<file path="config.mk">
export PLATFORM = sky130hd
export DESIGN_NAME = search_window_feeder
export DESIGN_NICKNAME = d
export VERILOG_FILES = /design/src/rtl/search_window_feeder.sv
export SDC_FILE = /design/constraint.sdc
export NUM_CORES = 1
export LEC_CHECK = 0
export ABC_AREA = 1
export BUFFER_PORTS_ARGS = -buffer_cell sky130_fd_sc_hd__buf_2
export CORE_ASPECT_RATIO = 0.9
export CORE_MARGIN = 8
export CORE_UTILIZATION = 34
export CTS_BUF_LIST = sky130_fd_sc_hd__clkbuf_16
export CTS_CLUSTER_DIAMETER = 120
export CTS_CLUSTER_SIZE = 28
export DETAILED_ROUTE_END_ITERATION = 6
export HOLD_SLACK_MARGIN = 0.08
export MAX_ROUTING_LAYER = met4
export PLACE_DENSITY_LB_ADDON = 0.08
export SETUP_SLACK_MARGIN = 0.1
export SLEW_MARGIN = 20
export SYNTH_ARGS = -nofsm -noshare
export SYNTH_HDL_FRONTEND = slang
export SYNTH_SLANG_ARGS = --single-unit
export TNS_END_PERCENT = 20
</file>
<file path="constraint.sdc">
create_clock -name clk -period 2.7 [get_ports clk]
set_input_delay 0.27 -clock clk [delete_from_list [all_inputs] [get_ports clk]]
set_output_delay 0.27 -clock clk [all_outputs]
set_load 0.1 [all_outputs]
</file>
<file path="src/rtl/search_window_feeder.sv">
// Streams a rectangular search window from pixel memory into the PE-array delay-line chain.
// Define SEARCH_WINDOW_FEEDER_FLUSH_EN to append FLUSH_LEN zero pixels after each window.
module search_window_feeder #(
  parameter int DWIDTH    = 8,
  parameter int AWIDTH    = 12,
  parameter int SW_W      = 31,
  parameter int SW_H      = 31,
  parameter int FRAME_W   = 64,
  parameter int FLUSH_LEN = 16
) (
  input  logic              clk,
  input  logic              rst_n,
  input  logic              start_i,
  input  logic [AWIDTH-1:0] base_addr_i,
  input  logic              stall_i,
  output logic              mem_rd_o,
  output logic [AWIDTH-1:0] mem_addr_o,
  input  logic [DWIDTH-1:0] mem_data_i,
  output logic              en_out_o,
  output logic [DWIDTH-1:0] d_out_o,
  output logic              busy_o,
  output logic              done_o
);

  // state   | meaning
  // IDLE    | waiting for start
  // FETCH   | issuing reads in raster order
  // DRAIN   | waiting for the last read and the skid to empty
  // FLUSH   | emitting zero pixels (flush build only)
  // DONE    | one-cycle done pulse
  typedef enum logic [2:0] {
    S_IDLE,
    S_FETCH,
    S_DRAIN,
`ifdef SEARCH_WINDOW_FEEDER_FLUSH_EN
    S_FLUSH,
`endif
    S_DONE
  } state_t;

  localparam int XW = $clog2(SW_W + 1);
  localparam int YW = $clog2(SW_H + 1);

  state_t              state_q;
  logic [AWIDTH-1:0]   row_q, addr_q;
  logic [XW-1:0]       x_q;
  logic [YW-1:0]       y_q;
  logic                pend_q, skid_vld_q;
  logic [DWIDTH-1:0]   skid_q, d_q;
  logic                rd, emit_mem, emit_skid, emit_fl;
  logic [AWIDTH-1:0]   next_row;

`ifdef SEARCH_WINDOW_FEEDER_FLUSH_EN
  localparam int FW = $clog2(FLUSH_LEN + 1);
  logic [FW-1:0] flush_q;
  assign emit_fl = (state_q == S_FLUSH) && !stall_i;
`else
  assign emit_fl = 1'b0;
`endif

  // Read/emit strobes depend on this cycle's stall, so they are decoded rather than flopped.
  assign rd        = (state_q == S_FETCH) && !stall_i && !skid_vld_q;
  assign emit_mem  = pend_q && !stall_i;
  assign emit_skid = skid_vld_q && !stall_i;
  assign next_row  = row_q + AWIDTH'(FRAME_W);

  assign mem_rd_o   = rd;
  assign mem_addr_o = addr_q;
  assign en_out_o   = emit_mem || emit_skid || emit_fl;
  assign d_out_o    = emit_mem  ? mem_data_i :
                      emit_skid ? skid_q     :
                      emit_fl   ? '0         : d_q;
  assign busy_o     = (state_q != S_IDLE);
  assign done_o     = (state_q == S_DONE);

  always_ff @(posedge clk or negedge rst_n) begin
    if (!rst_n) begin
      state_q    <= S_IDLE;
      row_q      <= '0;
      addr_q     <= '0;
      x_q        <= '0;
      y_q        <= '0;
      pend_q     <= 1'b0;
      skid_vld_q <= 1'b0;
      skid_q     <= '0;
      d_q        <= '0;
`ifdef SEARCH_WINDOW_FEEDER_FLUSH_EN
      flush_q    <= '0;
`endif
    end else begin
      pend_q <= rd;
      // A skid fill never coincides with a pending read: reads stop while stalled or skid full.
      if (pend_q && stall_i) begin
        skid_q     <= mem_data_i;
        skid_vld_q <= 1'b1;
      end else if (emit_skid) begin
        skid_vld_q <= 1'b0;
      end
      if (en_out_o) d_q <= d_out_o;

      case (state_q)
        S_IDLE: begin
          if (start_i) begin
            row_q   <= base_addr_i;
            addr_q  <= base_addr_i;
            x_q     <= '0;
            y_q     <= '0;
            state_q <= S_FETCH;
          end
        end
        S_FETCH: begin
          if (rd) begin
            if (x_q == XW'(SW_W - 1)) begin
              x_q    <= '0;
              y_q    <= y_q + YW'(1);
              row_q  <= next_row;
              addr_q <= next_row;
              if (y_q == YW'(SW_H - 1)) state_q <= S_DRAIN;
            end else begin
              x_q    <= x_q + XW'(1);
              addr_q <= addr_q + AWIDTH'(1);
            end
          end
        end
        S_DRAIN: begin
          if (!pend_q && !skid_vld_q) begin
`ifdef SEARCH_WINDOW_FEEDER_FLUSH_EN
            flush_q <= FW'(FLUSH_LEN);
            state_q <= S_FLUSH;
`else
            state_q <= S_DONE;
`endif
          end
        end
`ifdef SEARCH_WINDOW_FEEDER_FLUSH_EN
        S_FLUSH: begin
          if (emit_fl) begin
            flush_q <= flush_q - FW'(1);
            if (flush_q == FW'(1)) state_q <= S_DONE;
          end
        end
`endif
        S_DONE:  state_q <= S_IDLE;
        default: state_q <= S_IDLE;
      endcase
    end
  end

endmodule

</file>
* After elaboration in Yosys (flattened, before gate mapping)
Cells that the tools add are included.
** Word-level totals
- Bits in registers :: 55
- Input bits :: 24
- Logic and storage cells :: 64
- Output and inout port bits :: 24
** Operators by class
- Reductions and logical operators :: 17
- Multiplexer cells :: 24
- Add/subtract/negate cells :: 4
- Equality and inequality tests :: 10
** Operators by type and width (number)
- 12-bit 2-to-1 mux :: 5
- 12-bit one-hot mux with 2 select lines :: 2
- 5-bit 2-to-1 mux :: 5
- 5-bit one-hot mux with 2 select lines :: 2
- 8-bit 2-to-1 mux :: 2
- 3-bit 2-to-1 mux :: 5
- 12-bit by 1-bit adder with 12-bit output, second input constant :: 1
- 12-bit by 7-bit adder with 12-bit output, second input constant :: 1
- 5-bit by 1-bit adder with 5-bit output, second input constant :: 2
- 5-bit equality test, second input constant :: 2
- 3-bit one-hot mux with 3 select lines :: 1
- 3-bit by 2-bit equality test with 1-bit output, second input constant :: 2
- 1-bit logical AND :: 6
- 2-bit != test, second input constant :: 3
- 5-bit AND reduction :: 1
- 2-bit by 1-bit != test with 1-bit output, second input constant :: 2
- 4-bit AND reduction :: 1
- 2-bit nonzero test :: 2
- 3-bit by 1-bit equality test with 1-bit output, second input constant :: 1
- 1-bit logical NOT :: 3
- 3-bit logical NOT :: 1
- 3-bit AND reduction :: 1
- 3-bit nonzero test :: 1
- 1-bit 2-to-1 mux :: 2
- 1-bit logical OR :: 1

* Depth between registers and ports, before layout
- Depth after elaboration :: 5
- Depth in mapped cells :: 11
- Depth with buffers taken out :: 10

* Worst setup path after synthesis
No wires, ideal clock.
- Kind :: reg2out
- Start :: reg skid_vld_q
- End :: out en_out_o
- Buffers on the path :: 2
- Path slack :: 509 ps
- Stages on the path, launching flop included :: 5
- Data required time :: 2430 ps
- Arrival time :: 1921 ps
- Cell sequence :: dfrtp_1 buf_4 nor2_1 clkbuf_1 nor2_1
** Between the ends
- Cells in the longest elaborated chain, start to end :: 2
** RTL lines
- from (decl) :: line 48 : logic pend_q, skid_vld_q;
- from (signal assigned) :: line 84 : skid_vld_q <= 1'b0;
- from (signal assigned) :: line 95 : skid_vld_q <= 1'b1;
- from (signal assigned) :: line 97 : skid_vld_q <= 1'b0;
- 1-bit logical AND :: line 64 : assign emit_skid = skid_vld_q && !stall_i;
- 1-bit logical OR :: line 69 : assign en_out_o = emit_mem || emit_skid || emit_fl;
- to (decl) :: line 19 : output logic en_out_o,
No other way between the ends.

* Final worst setup path
- Start :: reg pend_q
- End :: out d_out_o[7]
** Between the ends
- Cells in the longest elaborated chain, start to end :: 2
** RTL lines
- from (decl) :: line 48
- from (signal assigned) :: line 91 : pend_q <= rd;
- 1-bit logical AND :: line 63 : assign emit_mem = pend_q && !stall_i;
- 8-bit 2-to-1 mux :: line 70 : assign d_out_o = emit_mem ? mem_data_i :
- to (decl) :: line 20 : output logic [DWIDTH-1:0] d_out_o,
No other way between the ends.

==> impl_metrics.json <==
{
  "run_status": "finished clean",
  "fp-row-count": 33,
  "synth.net_count": 398,
  "worstMarginPinSlew_ns": 0.915,
  "r2r_slack_ns": 0.73,
  "yosysSeqAreaShare_pct": 44.2,
  "final.period_utilization_pct": 77.4,
  "drv_cap": 0,
  "cts_buffer_depth": 2,
  "wirelength_mm": 7.66,
  "worstPathRequired_ns": 2.43,
  "setup_violations": 0,
  "yosysWarnings": 0,
  "gp_congestion": 0.761,
  "cts.repair.resized": 0,
  "core_um2": 8920,
  "rsz0062_at_grt": "false",
  "cts_setup_buffers": 0,
  "cts_made_buffers": 5,
  "drive_above_1_share_pct": 23.4,
  "rr_worst_depth": 10,
  "clock.fmax_mhz": 478,
  "cp-end-kind": "output port",
  "drv_slew": 0,
  "critical_path_class": "reg -> out",
  "cts.sinks": 54,
  "synth_edf_count": 0,
  "crit_buf_inv": 3,
  "grt_max_degree": 40,
  "clkTransAtPathRegs_ns": 0.08,
  "clk_root_buffer_cell": "clkbuf_16",
  "grt_pass1_wl_mm": 12.9,
  "worstSkewPairLatency_ns": 0.30,
  "dieArea_um2": 12300,
  "synthToLayoutAreaGrowth_pct": 17.3,
  "num_vias": 2594,
  "reg2reg_to": "mem_addr_o[7]$_DFFE_PN0P_",
  "synth_async_sr_flop_share_pct": 100,
  "hold_path_class": "in -> async",
  "start_util_pct": 34.3,
  "dr.first_iter.drc_count": 127,
  "die_h_um": 106,
  "yosysUniqueCellTypes": 39,
  "drc": 0,
  "syn-instance-count": 363,
  "cp_data_arrival_time_ns": 1.82,
  "start_kind": "flop",
  "synth_area_um2": 3060,
  "die_x_um": 116,
  "grt-ovfl-total": 0,
  "dr.pass1.iters": 4,
  "diodes": 0,
  "synthFlopType": "dfrtp_1",
  "cts_max_level": 2,
  "syn_area_per_cell_um2": 8.42,
  "r2r_start": "state_q[1]$_DFFE_PN0P_",
  "slowest_delay_ns": 0.43,
  "path_delay_family": "buffers and inverters",
  "ctsHoldBuffers": 0,
  "max_slew_margin_pct": 39.0,
  "tns_ns": 0,
  "num_io_pins": 48,
  "hold_viol": 0,
  "wl_per_cell_um": 14.3,
  "ant_nets": 0,
  "cp_slowest_cell": "buf_2",
  "viasPerCell": 4.84,
  "cts_tree": "yes",
  "hpwl_mm": 5.72,
  "io_buffers": 47,
  "cp_max_fo": 5,
  "ys_ff_latch": 54,
  "nNetsFinal": 448,
  "groute.usage.overall_pct": 13.7,
  "finalCriticalPeriod_ns": 2.09,
  "path_cells": "clkinv_1, nor2_1, buf_4, nand2_1, nand3_1, buf_2",
  "first_global_vias": 2507,
  "skew_ns": 0.00530,
  "antenna_found_initial": 0,
  "hold_ws_ns": 0.0984,
  "utilization_pct": 40.2
}
## kinds of logic after synthesis
group,share of synthesized area [%]
AO/OA/AOI/OAI,11.3
XOR/XNOR,1.15
adder cells (fa/ha/maj),4.50
buffers and inverters,6.59
flip-flops,44.2
multiplexers,2.95
AND/OR/NAND/NOR,29.3
## stage by stage
stage | cells | worst slack [ns] | cell area (um2)
after floorplan | 363 | 0.509 | 3060
after global placement | 528 | 0.776 | 3420
after detailed placement | 528 | 0.733 | 3420
after CTS | 536 | 0.609 | 3590
after global routing | 536 | 0.483 | 3590
final | 536 | 0.609 | 3590
## metal layers
metal  GRT usage [%]  routed length [um]  up-vias
met4            4.16                  84        0
met2            19.8                3430       36
li1                -                   -     1325
met1            19.0                3930     1226
met5               -                   0        -
met3            2.21                 216        7
## cells in the final DEF (no fill, tap or decap), types with 7 or more instances in the layout
| master | count |
|---|---|
| mux2_2 | 8 |
| o21ai_1 | 9 |
| inv_1 | 23 |
| nor2_1 | 26 |
| buf_4 | 7 |
| o21ai_0 | 19 |
| nand4_1 | 12 |
| buf_2 | 47 |
| nand3_1 | 41 |
| dfrtp_1 | 54 |
| nand2_1 | 85 |
| ha_1 | 11 |
| a21oi_1 | 16 |
## worst register-to-register path, stage by stage, from the launching register on
cell and delay [ns]:
dfrtp_1 0.39, inv_1 0.09, ha_1 0.26, inv_2 0.20, nand2_1 0.12, nand2_4 0.11
nand2_8 0.12, nor2_8 0.24, inv_2 0.13, nor2_2 0.15, nor3_2 0.05
## flip-flops by register name, indices dropped and copies added (netlist names)
register    cells
row_q          12
mem_addr_o     12
x_q             5
state_q         2
skid_vld_q      1
d_q             8
skid_q          8
pend_q          1
y_q             5
## Yosys cell counts (4+ instances only)
master | n | share of area (%)
inv_2 | 6 | 0.74
o21ai_0 | 19 | 3.1
xor2_1 | 4 | 1.1
mux2_2 | 8 | 2.9
clkbuf_1 | 4 | 0.49
nand3_1 | 41 | 6.7
nand4_1 | 12 | 2.5
dfrtp_1 | 54 | 44
o21ai_1 | 9 | 1.5
o21bai_1 | 5 | 1.2
buf_4 | 4 | 0.98
inv_1 | 23 | 2.8
nor2_1 | 26 | 3.2
a31oi_1 | 4 | 0.82
nand2_1 | 85 | 10
a21oi_1 | 16 | 2.6
ha_1 | 11 | 4.5
## worst max path at each step
stage | startpoint | to | slack [ns] | depth (start not counted)
after floorplan | skid_vld_q$_DFFE_PN0P_ | en_out_o | 0.51 | 4
after global placement | state_q[1]$_DFFE_PN0P_ | mem_addr_o[7]$_DFFE_PN0P_ | 0.78 | 10
after detailed placement | state_q[1]$_DFFE_PN0P_ | row_q[7]$_DFFE_PN0P_ | 0.73 | 10
after CTS | pend_q$_DFF_PN0_ | d_out_o[5] | 0.61 | 6
after global routing | pend_q$_DFF_PN0_ | d_out_o[1] | 0.48 | 6
final | pend_q$_DFF_PN0_ | d_out_o[7] | 0.61 | 6
## final cells by class
cell class | count | area, um2
Clock buffer | 5 | 125
Clock inverter | 3 | 47.5
Fill cell | 945 | 5330
Inverter | 31 | 119
Multi-Input combinational cell | 267 | 1510
Sequential cell | 54 | 1350
Tap cell | 122 | 153
Timing Repair Buffer | 54 | 288
Power is left out: the tool's default activity adds up to more than one toggle a clock period on the data nets, which glitch-free logic cannot reach.
